## src/rtl/alu_seq_arb.sv

```systemverilog
// alu_seq_arb: two-requester arbiter feeding a bit-serial add/sub unit.
// Define ALU_SEQ_ARB_RR_EN for round-robin; otherwise requester 0 has priority.
module alu_seq_arb #(
  parameter int WIDTH = 4
) (
  input  logic             clk,
  input  logic             rst,
  input  logic             req0_valid,
  input  logic             req1_valid,
  output logic             req0_ready,
  output logic             req1_ready,
  input  logic [WIDTH-1:0] req0_a,
  input  logic [WIDTH-1:0] req0_b,
  input  logic [WIDTH-1:0] req1_a,
  input  logic [WIDTH-1:0] req1_b,
  input  logic             req0_op,
  input  logic             req1_op,
  output logic             rsp_valid,
  input  logic             rsp_ready,
  output logic             rsp_id,
  output logic [WIDTH-1:0] rsp_sum,
  output logic             rsp_cout,
  output logic             rsp_ovf,
  output logic             busy
);

  localparam int CW = (WIDTH > 1) ? $clog2(WIDTH) : 1;

  typedef enum logic [1:0] {
    IDLE,
    CALC,
    DONE
  } state_t;

  state_t           state;
  logic [WIDTH-1:0] opa;
  logic [WIDTH-1:0] opb;
  logic [WIDTH-1:0] res;
  logic [CW-1:0]    cnt;
  logic             carry;
  logic             sel1;
  logic             take;
  logic             sel_op;
  logic             bit_s;
  logic             bit_c;

`ifdef ALU_SEQ_ARB_RR_EN
  logic last;

  // Round-robin grant: on a tie pick whoever was not granted last
  always_comb sel1 = req1_valid & (~req0_valid | ~last);
`else
  // Fixed priority grant: requester 0 wins ties
  always_comb sel1 = req1_valid & ~req0_valid;
`endif

  assign req0_ready = (state == IDLE) & req0_valid & ~sel1;
  assign req1_ready = (state == IDLE) & sel1;
  assign take       = req0_ready | req1_ready;
  assign sel_op     = sel1 ? req1_op : req0_op;

  // One full-adder slice on the current LSBs
  always_comb begin
    bit_s = opa[0] ^ opb[0] ^ carry;
    bit_c = (opa[0] & opb[0]) | (carry & (opa[0] ^ opb[0]));
  end

  // Control FSM with datapath and registered response outputs
  always_ff @(posedge clk or negedge rst) begin
    if (!rst) begin
      state     <= IDLE;
      opa       <= '0;
      opb       <= '0;
      res       <= '0;
      cnt       <= '0;
      carry     <= 1'b0;
      rsp_valid <= 1'b0;
      rsp_id    <= 1'b0;
      rsp_sum   <= '0;
      rsp_cout  <= 1'b0;
      rsp_ovf   <= 1'b0;
      busy      <= 1'b0;
`ifdef ALU_SEQ_ARB_RR_EN
      last      <= 1'b1;
`endif
    end else begin
      unique case (state)
        IDLE: begin
          if (take) begin
            opa    <= sel1 ? req1_a : req0_a;
            opb    <= sel_op ? ~(sel1 ? req1_b : req0_b)
                             :  (sel1 ? req1_b : req0_b);
            carry  <= sel_op;
            cnt    <= '0;
            res    <= '0;
            rsp_id <= sel1;
            busy   <= 1'b1;
            state  <= CALC;
`ifdef ALU_SEQ_ARB_RR_EN
            last   <= sel1;
`endif
          end
        end
        CALC: begin
          opa   <= opa >> 1;
          opb   <= opb >> 1;
          res   <= {bit_s, res[WIDTH-1:1]};
          carry <= bit_c;
          cnt   <= cnt + CW'(1);
          if (cnt == CW'(WIDTH - 1)) begin
            rsp_sum   <= {bit_s, res[WIDTH-1:1]};
            rsp_cout  <= bit_c;
            rsp_ovf   <= carry ^ bit_c;
            rsp_valid <= 1'b1;
            state     <= DONE;
          end
        end
        DONE: begin
          if (rsp_ready) begin
            rsp_valid <= 1'b0;
            busy      <= 1'b0;
            cnt       <= '0;
            carry     <= 1'b0;
            state     <= IDLE;
          end
        end
        default: state <= IDLE;
      endcase
    end
  end

endmodule

```

## config.mk

```make
export PLATFORM = sky130hd
export DESIGN_NAME = alu_seq_arb
export DESIGN_NICKNAME = d
export VERILOG_FILES = /design/src/rtl/alu_seq_arb.sv
export SDC_FILE = /design/constraint.sdc
export NUM_CORES = 1
export LEC_CHECK = 0
export ABC_AREA = 0
export BUFFER_PORTS_ARGS = -buffer_cell sky130_fd_sc_hd__buf_2
export CAP_MARGIN = 20
export CORE_AREA = 2 2 75 77
export CTS_BUF_LIST = sky130_fd_sc_hd__clkbuf_4
export CTS_CLUSTER_SIZE = 28
export DETAILED_ROUTE_END_ITERATION = 7
export DIE_AREA = 0 0 77 79
export GPL_ROUTABILITY_DRIVEN = 0
export PLACE_DENSITY = 0.48
export SETUP_SLACK_MARGIN = 0.2
export SLEW_MARGIN = 20
export SYNTH_ARGS = -nofsm -noshare
export SYNTH_HDL_FRONTEND = slang
export SYNTH_SLANG_ARGS = --single-unit
```

## constraint.sdc

```tcl
create_clock -name clk -period 5.85 [get_ports clk]
set_clock_uncertainty 0.2 [all_clocks]
set_input_delay 0 -clock clk [delete_from_list [all_inputs] [get_ports clk]]
set_output_delay 0 -clock clk [all_outputs]
set_load 0.005 [all_outputs]
```

==> out/summary.txt, run 1 <==
Mux share of post-synthesis cell area - 11.46%
RSZ-0062 raised after global routing - false
Total CTS buffers - 3
Clk slew on worst S/H paths - 140 ps
Avg Inst Size Synth - 10.22 µm²
DRT Pass-1 Iters - 4
Syn. warnings - 0
Via count - 1,181
Crit path top cell by count - dlygate4sd3_1
Startpoint type of the worst setup path - register
Relative slew slack - 36.48%
Hpwl dp - 1954 µm
Core box area - 0.005338 mm²
Overflow after GRT - 0
Slack of the critical path - 2935 ps
Min-delay worst type - input port to register
Unique cell type count in the Yosys netlist - 36
Rows - 27
I/O Buffers - 33
Initial DRC Count - 20
Number of global-route vias before repair - 1,206
Clk sinks - 25
WHS - 25.91 ps
Clk_lat worst skew - 320 ps
Post-CTS sizing - 0
Final min period - 2915 ps
Critical Path Sink Type - register
WP buf/inv - 3
Critical Path Stages - 7
Avg WL per Cell - 10.88 µm
Post-Synthesis Cells - 140
Synth Area in Compound Gates - 16.19%
Critical-path cell list - inv_1, ha_1, or3b_4, nand2_1, dlygate4sd3_1, o2bb2ai_1, dlygate4sd3_1
Fin. Hold Viols - 0
Dpl ws - 3419 ps
R2R Setup Slk - 2930 ps
Post-synthesis simple-gate area fraction - 11.55%
Critical Path Max Stage Delay - 560 ps
Synth Area in XOR/XNOR - 5.512%
Leakage - 0.9322 nW
Share of layout cells above drive strength 1 - 26.37%
Power density cells - 396.7 mW/mm²
Max-Cap Viols - 0
Synth Area in Adders - 6.649%
Layout area overhead - 39.81%
Final core occ - 37.46%
Post-Syn Area - 0.001430 mm²
Fillers - 568
H-tree level count - 1
Worst Path Required - 5920 ps
Global-route wire length before repair - 5319 µm
Register area share after synthesis - 43.74%
Pins Over Slew Limit - 0
Clock tree root driver cell - clkbuf_4
Number of I/O pins - 34
Starting Density - 26.79%
Critical path fanouts, max - 8
Slowest CP cell - dlygate4sd3_1
Fmax - 343.0 MHz
Post-Route WL - 2970 µm
Worst VDD drop - 0.0001780 V
Fin Setup TNS - 0 ps
Worst EP arrival - 2990 ps
Classification of the worst setup path - register to register
Die area - 0.006083 mm²
Status - finished clean
Chip Width - 77 µm
Routed length on met2 - 1364 µm
Net Count, Synth - 170
FF+latch count, synth - 25
# diodes - 0
Bufs on Longest Clock Path - 2
WL met3 - 104 µm
Antenna viol nets, final - 0
DIE HEIGHT - 79 µm
R2R depth - 7
Metal-1 WL - 1490 µm
Remaining DRCs - 0
WHS Path Cells - 4
Crit-path leading delay family - buffers and inverters
Setup violators final - 0
GR Util All Layers - 10.63%
Initial antenna violation count - 0
Max layer used - met4
TritonCTS clock tree - done
Largest net degree at the start of global routing - 26
Fin nets - 232
Largest family of logic cells by synthesized area - compound AO/OA/AOI/OAI gates
Via density per instance - 4.326
Worst slew pin tran - 952.9 ps
Final Cycle Share - 49.84%
sequential cells by signal, indices dropped and copies added (netlist names):
register,flops
rsp_id,1
carry,1
busy,1
rsp_sum,4
rsp_ovf,1
state,2
rsp_cout,1
opb,4
res,3
opa,4
rsp_valid,1
cnt,2
layout make-up:
cell class / instances / area [µm²] / share of cell area, %
multi-input cells: 99 / 734.5 / 36.73
clock inverters: 1 / 7.507 / 0.3755
inverters: 9 / 33.78 / 1.690
clock buffers: 3 / 22.52 / 1.126
well taps: 72 / 90.09 / 4.506
repair buffers: 64 / 485.5 / 24.28
flip-flops and latches: 25 / 625.6 / 31.29
kinds of logic (layout without fill, tap and decap cells):
logic type,count (synthesis),count (layout)
buffers and inverters,16,77
multiplexers,14,14
XOR/XNOR,9,9
AND/OR/NAND/NOR,36,36
AO/OA/AOI/OAI,33,33
adder cells (fa/ha/maj),7,7
flip-flops,25,25
repair_timing:
action                    4_1_cts  5_1_grt
hold endpoints to repair       44        0
buffers inserted                0        0
hold buffers                   31        0
layout by cell type (no fill, tap or decap), types with 2 or more instances in the layout:
cell / count
buf_2: 33
dlygate4sd3_1: 30
dfrtp_1: 25
nor2_1: 15
nand2_1: 14
inv_1: 9
mux2_2: 7
o21ai_0: 6
a21oi_1: 6
ha_1: 6
xor2_1: 5
mux2i_1: 4
o21ai_1: 4
xnor2_1: 4
mux2_4: 3
a211o_1: 3
clkbuf_4: 3
a22o_1: 2
o31ai_1: 2
a32o_1: 2
routing by layer:
layer	vias up	GRT usage, %
met5	-	0
met1	554	13.46
met3	2	2.727
met4	0	1.607
met2	24	18.68
li1	601	-
per-stage QoR:
step,power (W),instance area [µm²],instances
2_1_floorplan,0.0005800,1430,140
3_3_place_gp,0.0006698,1649,238
6_report,0.0007932,1999,273
3_5_place_dp,0.0006749,1649,238
4_1_cts,0.0008043,1999,273
5_1_grt,0.0008746,1999,273
synthesized netlist by cell type:
cell type / instances / share of area [%]
a32o_1: 2 / 1.4
mux2_2: 7 / 5.5
dfrtp_1: 25 / 44
nor2_1: 15 / 3.9
a21oi_1: 6 / 2.1
nor2b_1: 1 / 0.44
mux2i_1: 4 / 2.8
a211o_1: 3 / 1.8
and2_1: 1 / 0.44
ha_1: 6 / 5.2
nor2_4: 1 / 0.79
o21ai_2: 1 / 0.61
xnor2_1: 4 / 2.4
o2bb2ai_1: 1 / 0.61
nor3b_1: 1 / 0.53
nand3b_1: 1 / 0.53
buf_2: 2 / 0.70
o21ai_4: 1 / 1.1
o22ai_1: 1 / 0.44
o22a_1: 1 / 0.61
xor2_1: 5 / 3.1
clkbuf_1: 3 / 0.79
a22o_1: 2 / 1.2
nand2_1: 14 / 3.7
nand2b_1: 1 / 0.44
a21oi_2: 1 / 0.61
fa_1: 1 / 1.4
or3b_4: 1 / 0.79
mux2_4: 3 / 3.1
o21ai_1: 4 / 1.4
o31ai_1: 2 / 1.0
inv_1: 9 / 2.4
a22oi_1: 1 / 0.53
buf_4: 2 / 1.0
o21ai_0: 6 / 2.1
o211ai_1: 1 / 0.53
power breakdown:
group	switching [W]	internal, W
Combinational	0.000205	0.000219
Clock	0.0000541	0.0000261
Sequential	0.0000428	0.000246
worst register-to-register path, delay by kind of cell, from the launching register on:
family | cells | cell delay, ps
DFF | 1 | 440
AOI/OAI and AO/OA | 1 | 100
adders and majority gates | 1 | 320
and+or+nand+nor | 2 | 580
buffers and inverters | 3 | 1220
path summary, 6_finish.rpt:
| check | start | to |
|---|---|---|
| min in group asynchronous | rst | rsp_cout |
| setup / recovery | state[0] | busy |
| setup reg to reg | state[0] | busy |
| hold reg to reg | rsp_sum[3] | rsp_sum[3] |
| hold / removal | req1_op | carry |
| max in group asynchronous | rst | opb[3] |
Power figures use the tool's default switching activity.
==> run 2: changes to the inputs <==
==> constraint.sdc (replaced) <==
create_clock -name clk -period 2.97 [get_ports clk]
set_clock_uncertainty 0.2 [all_clocks]
set_input_delay 0 -clock clk [delete_from_list [all_inputs] [get_ports clk]]
set_output_delay 0 -clock clk [all_outputs]
set_load 0.005 [all_outputs]
==> out/summary.txt, run 2 (same netlist as run 1, synthesis figures left out) <==
Post-Route WL - 2978 µm
Worst VDD drop - 0.0003524 V
Pins Over Slew Limit - 0
R2R depth - 6
H-tree level count - 1
Power density cells - 789.7 mW/mm²
Min-delay worst type - input port to register
GR Util All Layers - 11.20%
Hpwl dp - 2016 µm
DRT Pass-1 Iters - 4
Startpoint type of the worst setup path - input port
FF/Latch Area - 625.6 µm²
Number of global-route vias before repair - 1,188
Worst slew pin tran - 688.8 ps
Most common cell after layout, fill and taps aside - buf_2
Initial antenna violation count - 0
Starting Density - 26.79%
Number of I/O pins - 34
Fillers - 584
Relative slew slack - 53.93%
Remaining DRCs - 0
Classification of the worst setup path - input port to register
Internal - 0.0009722 W
Initial DRC Count - 61
Crit-path leading delay family - buffers and inverters
RSZ-0062 raised after global routing - false
TritonCTS clock tree - done
Critical Path Max Stage Delay - 580 ps
Via density per instance - 4.300
Fin. Hold Viols - 0
Fin nets - 232
Worst EP arrival - 2730 ps
I/O Buffers - 33
Count of non-filler cells in the finished layout - 273
Status - finished clean
Layout area overhead - 38.93%
Fmax - 377.3 MHz
Seq pwr share - 36.3%
Net switching power - 0.0005969 W
Critical-path cell list - dlygate4sd3_1, buf_2, xor2_1, dlygate4sd3_1, a21oi_1, dlygate4sd3_1, o31ai_1, dlygate4sd3_1
Reg2reg end - opb[3]
Final Cycle Share - 89.23%
Clock tree root driver cell - clkbuf_4
Overflow after GRT - 0
Die area - 0.006083 mm²
Global-route wire length before repair - 5499 µm
Dpl cells - 239
Via count - 1,174
Slowest CP cell - dlygate4sd3_1
Chip Width - 77 µm
Setup violators final - 0
Worst Path Required - 3050 ps
Final min period - 2650 ps
Most frequent cells in the layout - buf_2, dlygate4sd3_1, dfrtp_1
Min-Delay Endpoint - carry
Multi-input gate area - 734.5 µm²
WP buf/inv - 5
Critical Path Sink Type - register
Fin Setup TNS - 0 ps
Rows - 27
Crit path top cell by count - dlygate4sd3_1
Avg WL per Cell - 10.91 µm
Largest regs - opa x4, opb x4, rsp_sum x4
Largest net degree at the start of global routing - 17
Clk network pwr share - 10.6%
Antenna viol nets, final - 0
Share of layout cells above drive strength 1 - 26.37%
Switching share of power - 38.04%
Post-CTS sizing - 0
Max-Cap Viols - 0
Clk_lat worst skew - 330 ps
Leakage - 0.9304 nW
WHS Path Cells - 4
Clk slew on worst S/H paths - 150 ps
Total CTS buffers - 3
DIE HEIGHT - 79 µm
Bufs on Longest Clock Path - 2
R2R Setup Slk - 360 ps
Core box area - 0.005338 mm²
Reg2Reg Launch Point - state[0]
Clk sinks - 25
# diodes - 0
Critical path fanouts, max - 1
Hold path startpoint - req1_op
Gate power share - 53.1%
## run 2: cell counts in the layout (fill, tap and decap cells not counted)
Identical to the previous run, type by type.
## run 2: how the worst max path moves through the flow
stage	startpoint	end	slack, ps	cells past startpoint
after floorplan	state[0]	state[0]	1000	6
after global placement	state[0]	state[0]	900	6
after detailed placement	state[0]	state[0]	850	6
after CTS	state[0]	opb[3]	340	6
after global routing	state[0]	opb[3]	220	6
final	req0_b[3]	opb[3]	320	8
## run 2: power by group through the flow
| stage | Combinational, W | Clock, W | Sequential, W |
|---|---|---|---|
| 3_5_place_dp | 0.000759 | 0 | 0.000581 |
| 5_1_grt | 0.000946 | 0.000195 | 0.000592 |
| 6_report | 0.000833 | 0.000167 | 0.000570 |
| 4_1_cts | 0.000849 | 0.000174 | 0.000573 |
| 2_1_floorplan | 0.000578 | 0 | 0.000564 |
| 3_3_place_gp | 0.000756 | 0 | 0.000578 |
## run 2: cell type report
class	instances	area share [%]
clock inverter	1	0.3778
inverter	9	1.700
clock buffer	3	1.133
multi-input combinational	99	36.96
sequential	25	31.49
tap	72	4.534
timing repair buffer	64	23.80
## run 2: per-layer routing
layer | part of all wire (%) | global-route usage (%) | up-vias
li1 | - | - | 597
met1 | 51 | 15.38 | 553
met2 | 44 | 18.16 | 22
met3 | 3.6 | 2.727 | 2
met4 | 0.44 | 2.143 | 0
met5 | 0 | 0 | -
## run 2: worst reg2reg max path: cells and delay by family (launching register included)
kind / cells / cell delay (ps)
buf+inv: 2 / 690
simple gates: 1 / 480
flops: 1 / 450
compound gates: 2 / 390
fa+ha+maj: 1 / 310
## run 2: through the flow
stage                     util, %  setup WS (ps)  cell area [µm²]  total power [W]  hold WS, ps
after floorplan                 -           1000             1430         0.001142       -495.6
after global placement      31.04          898.9             1657         0.001334       -160.7
after detailed placement    31.04          851.3             1657         0.001340       -162.5
after CTS                   37.22          336.1             1987         0.001596        29.24
after global routing        37.22          215.9             1987         0.001733        122.5
final                       37.22          319.8             1987         0.001569        24.16
## run 2: repair_timing
item | in CTS | in global routing
hold buffers | 30 | 0
setup buffers | 0 | 0
endpoints found under the hold margin | 44 | 0
==> run 3: changes to the inputs <==
--- a/config.mk
+++ b/config.mk
@@ -16,6 +16,7 @@
 export GPL_ROUTABILITY_DRIVEN = 0
 export PLACE_DENSITY = 0.48
 export SETUP_SLACK_MARGIN = 0.2
+export SKIP_CTS_REPAIR_TIMING = 1
 export SLEW_MARGIN = 20
 export SYNTH_ARGS = -nofsm -noshare
 export SYNTH_HDL_FRONTEND = slang
==> constraint.sdc (replaced) <==
create_clock -name clk -period 2.97 [get_ports clk]
set_clock_uncertainty 0.2 [all_clocks]
set_input_delay 0.1485 -clock clk [delete_from_list [all_inputs] [get_ports clk]]
set_output_delay 0.1485 -clock clk [all_outputs]
set_load 0.005 [all_outputs]
==> out/summary.txt, run 3 (same netlist as run 1, synthesis figures left out) <==
Status - finished with violations
Failing checks - negative hold slack
Setup violators final - 0
Initial DRC Count - 72
Starting Density - 26.79%
Worst EP arrival - 2170 ps
Initial antenna violation count - 0
TritonCTS clock tree - done
Core box area - 0.005338 mm²
Relative slew slack - 61.26%
Largest regs - opa x4, opb x4, rsp_sum x4
Post-Route WL - 2736 µm
DRT Pass-1 Iters - 4
I/O Buffers - 33
# diodes - 0
Min-delay worst type - input port to register
FF/Latch Area - 625.6 µm²
Pins Over Slew Limit - 0
Total power - 0.001487 W
Clk sinks - 25
Power density cells - 841.9 mW/mm²
Rows - 27
Met1 global-route usage - 13.52%
Via count - 1,078
Antenna viol nets, final - 0
Multi-input gate area - 734.5 µm²
Global routing usage on met3 - 2.841%
Most common cell after layout, fill and taps aside - buf_2
Layout area overhead - 23.53%
Global-route wire length before repair - 4871 µm
GR Util All Layers - 9.980%
Fillers - 595
Fin. Hold Viols - 2
Number of I/O pins - 34
Clk_lat worst skew - 330 ps
Classification of the worst setup path - register to register
H-tree level count - 1
Gr busiest metal - met2
Number of global-route vias before repair - 1,054
Fin Setup TNS - 0 ps
WHS - -2.681 ps
Startpoint type of the worst setup path - register
Share of layout cells above drive strength 1 - 29.61%
Largest net degree at the start of global routing - 26
Fin nets - 210
Dpl ws - 851.3 ps
Bufs on Longest Clock Path - 2
Clk slew on worst S/H paths - 150 ps
DIE HEIGHT - 79 µm
GR Util met2 - 15.96%
Hpwl dp - 2016 µm
Most frequent cells in the layout - buf_2, dfrtp_1, nor2_1
Total CTS buffers - 3
Worst slew pin tran - 581.1 ps
Critical path fanouts, max - 8
Critical Path Sink Type - register
Max-Cap Viols - 0
Avg WL per Cell - 10.90 µm
Leakage - 0.8420 nW
Slack of the critical path - 838.2 ps
Die area - 0.006083 mm²
Clock tree root driver cell - clkbuf_4
RSZ-0062 raised after global routing - false
Worst VDD drop - 0.0003585 V
Final Cycle Share - 71.78%
Overflow after GRT - 0
Via density per instance - 4.295
Remaining DRCs - 0
Worst Path Required - 3010 ps
Chip Width - 77 µm
Final min period - 2132 ps
Fmax - 469.1 MHz
run 3: power by group:
part | switching (W) | internal [W] | total [W] | leakage, nW
Clock | 0.000117 | 0.0000517 | 0.000169 | 0.0139
Sequential | 0.0000847 | 0.000485 | 0.000570 | 0.310
Combinational | 0.000383 | 0.000366 | 0.000749 | 0.518
Total | 0.000585 | 0.000902 | 0.00149 | 0.842
run 3: routing by layer:
layer / vias up / share of wire [%]
met5: - / 0
met4: 0 / 0.48
met3: 2 / 4.1
met2: 22 / 43
met1: 502 / 52
li1: 552 / -
run 3: path summary, 6_finish.rpt:
path                            start  cells past startpoint       end  slack (ps)
min                        req0_valid                      3    rsp_id          -3
max in group asynchronous         rst                      2      busy        2070
max reg2reg                  state[0]                      6  state[0]         840
min in group asynchronous         rst                      2  rsp_cout         130
max                          state[0]                      6  state[0]         840
min reg2reg                   rsp_ovf                      2   rsp_ovf         300
run 3: layout make-up:
cell class,instances,area share (%)
repair buffers,42,14.31
flip-flops and latches,25,35.41
well taps,72,5.099
clock buffers,3,1.275
clock inverters,1,0.4249
multi-input cells,99,41.57
inverters,9,1.912
run 3: through the flow:
stage | utilization, % | hold WS [ps] | cell area, µm² | cells
3_5_place_dp | 31.04 | -14.03 | 1657 | 239
3_3_place_gp | 31.04 | -12.20 | 1657 | 239
5_1_grt | 33.10 | 0.2037 | 1767 | 251
4_1_cts | 31.60 | -402.7 | 1687 | 243
6_report | 33.10 | -2.681 | 1767 | 251
2_1_floorplan | - | -347.1 | 1430 | 140
run 3: worst max-delay path: stages (launching register included):
cell,delay (ps)
dfrtp_1,450
inv_1,120
ha_1,300
or3b_4,480
o21ai_4,130
a21oi_2,60
mux2_4,300
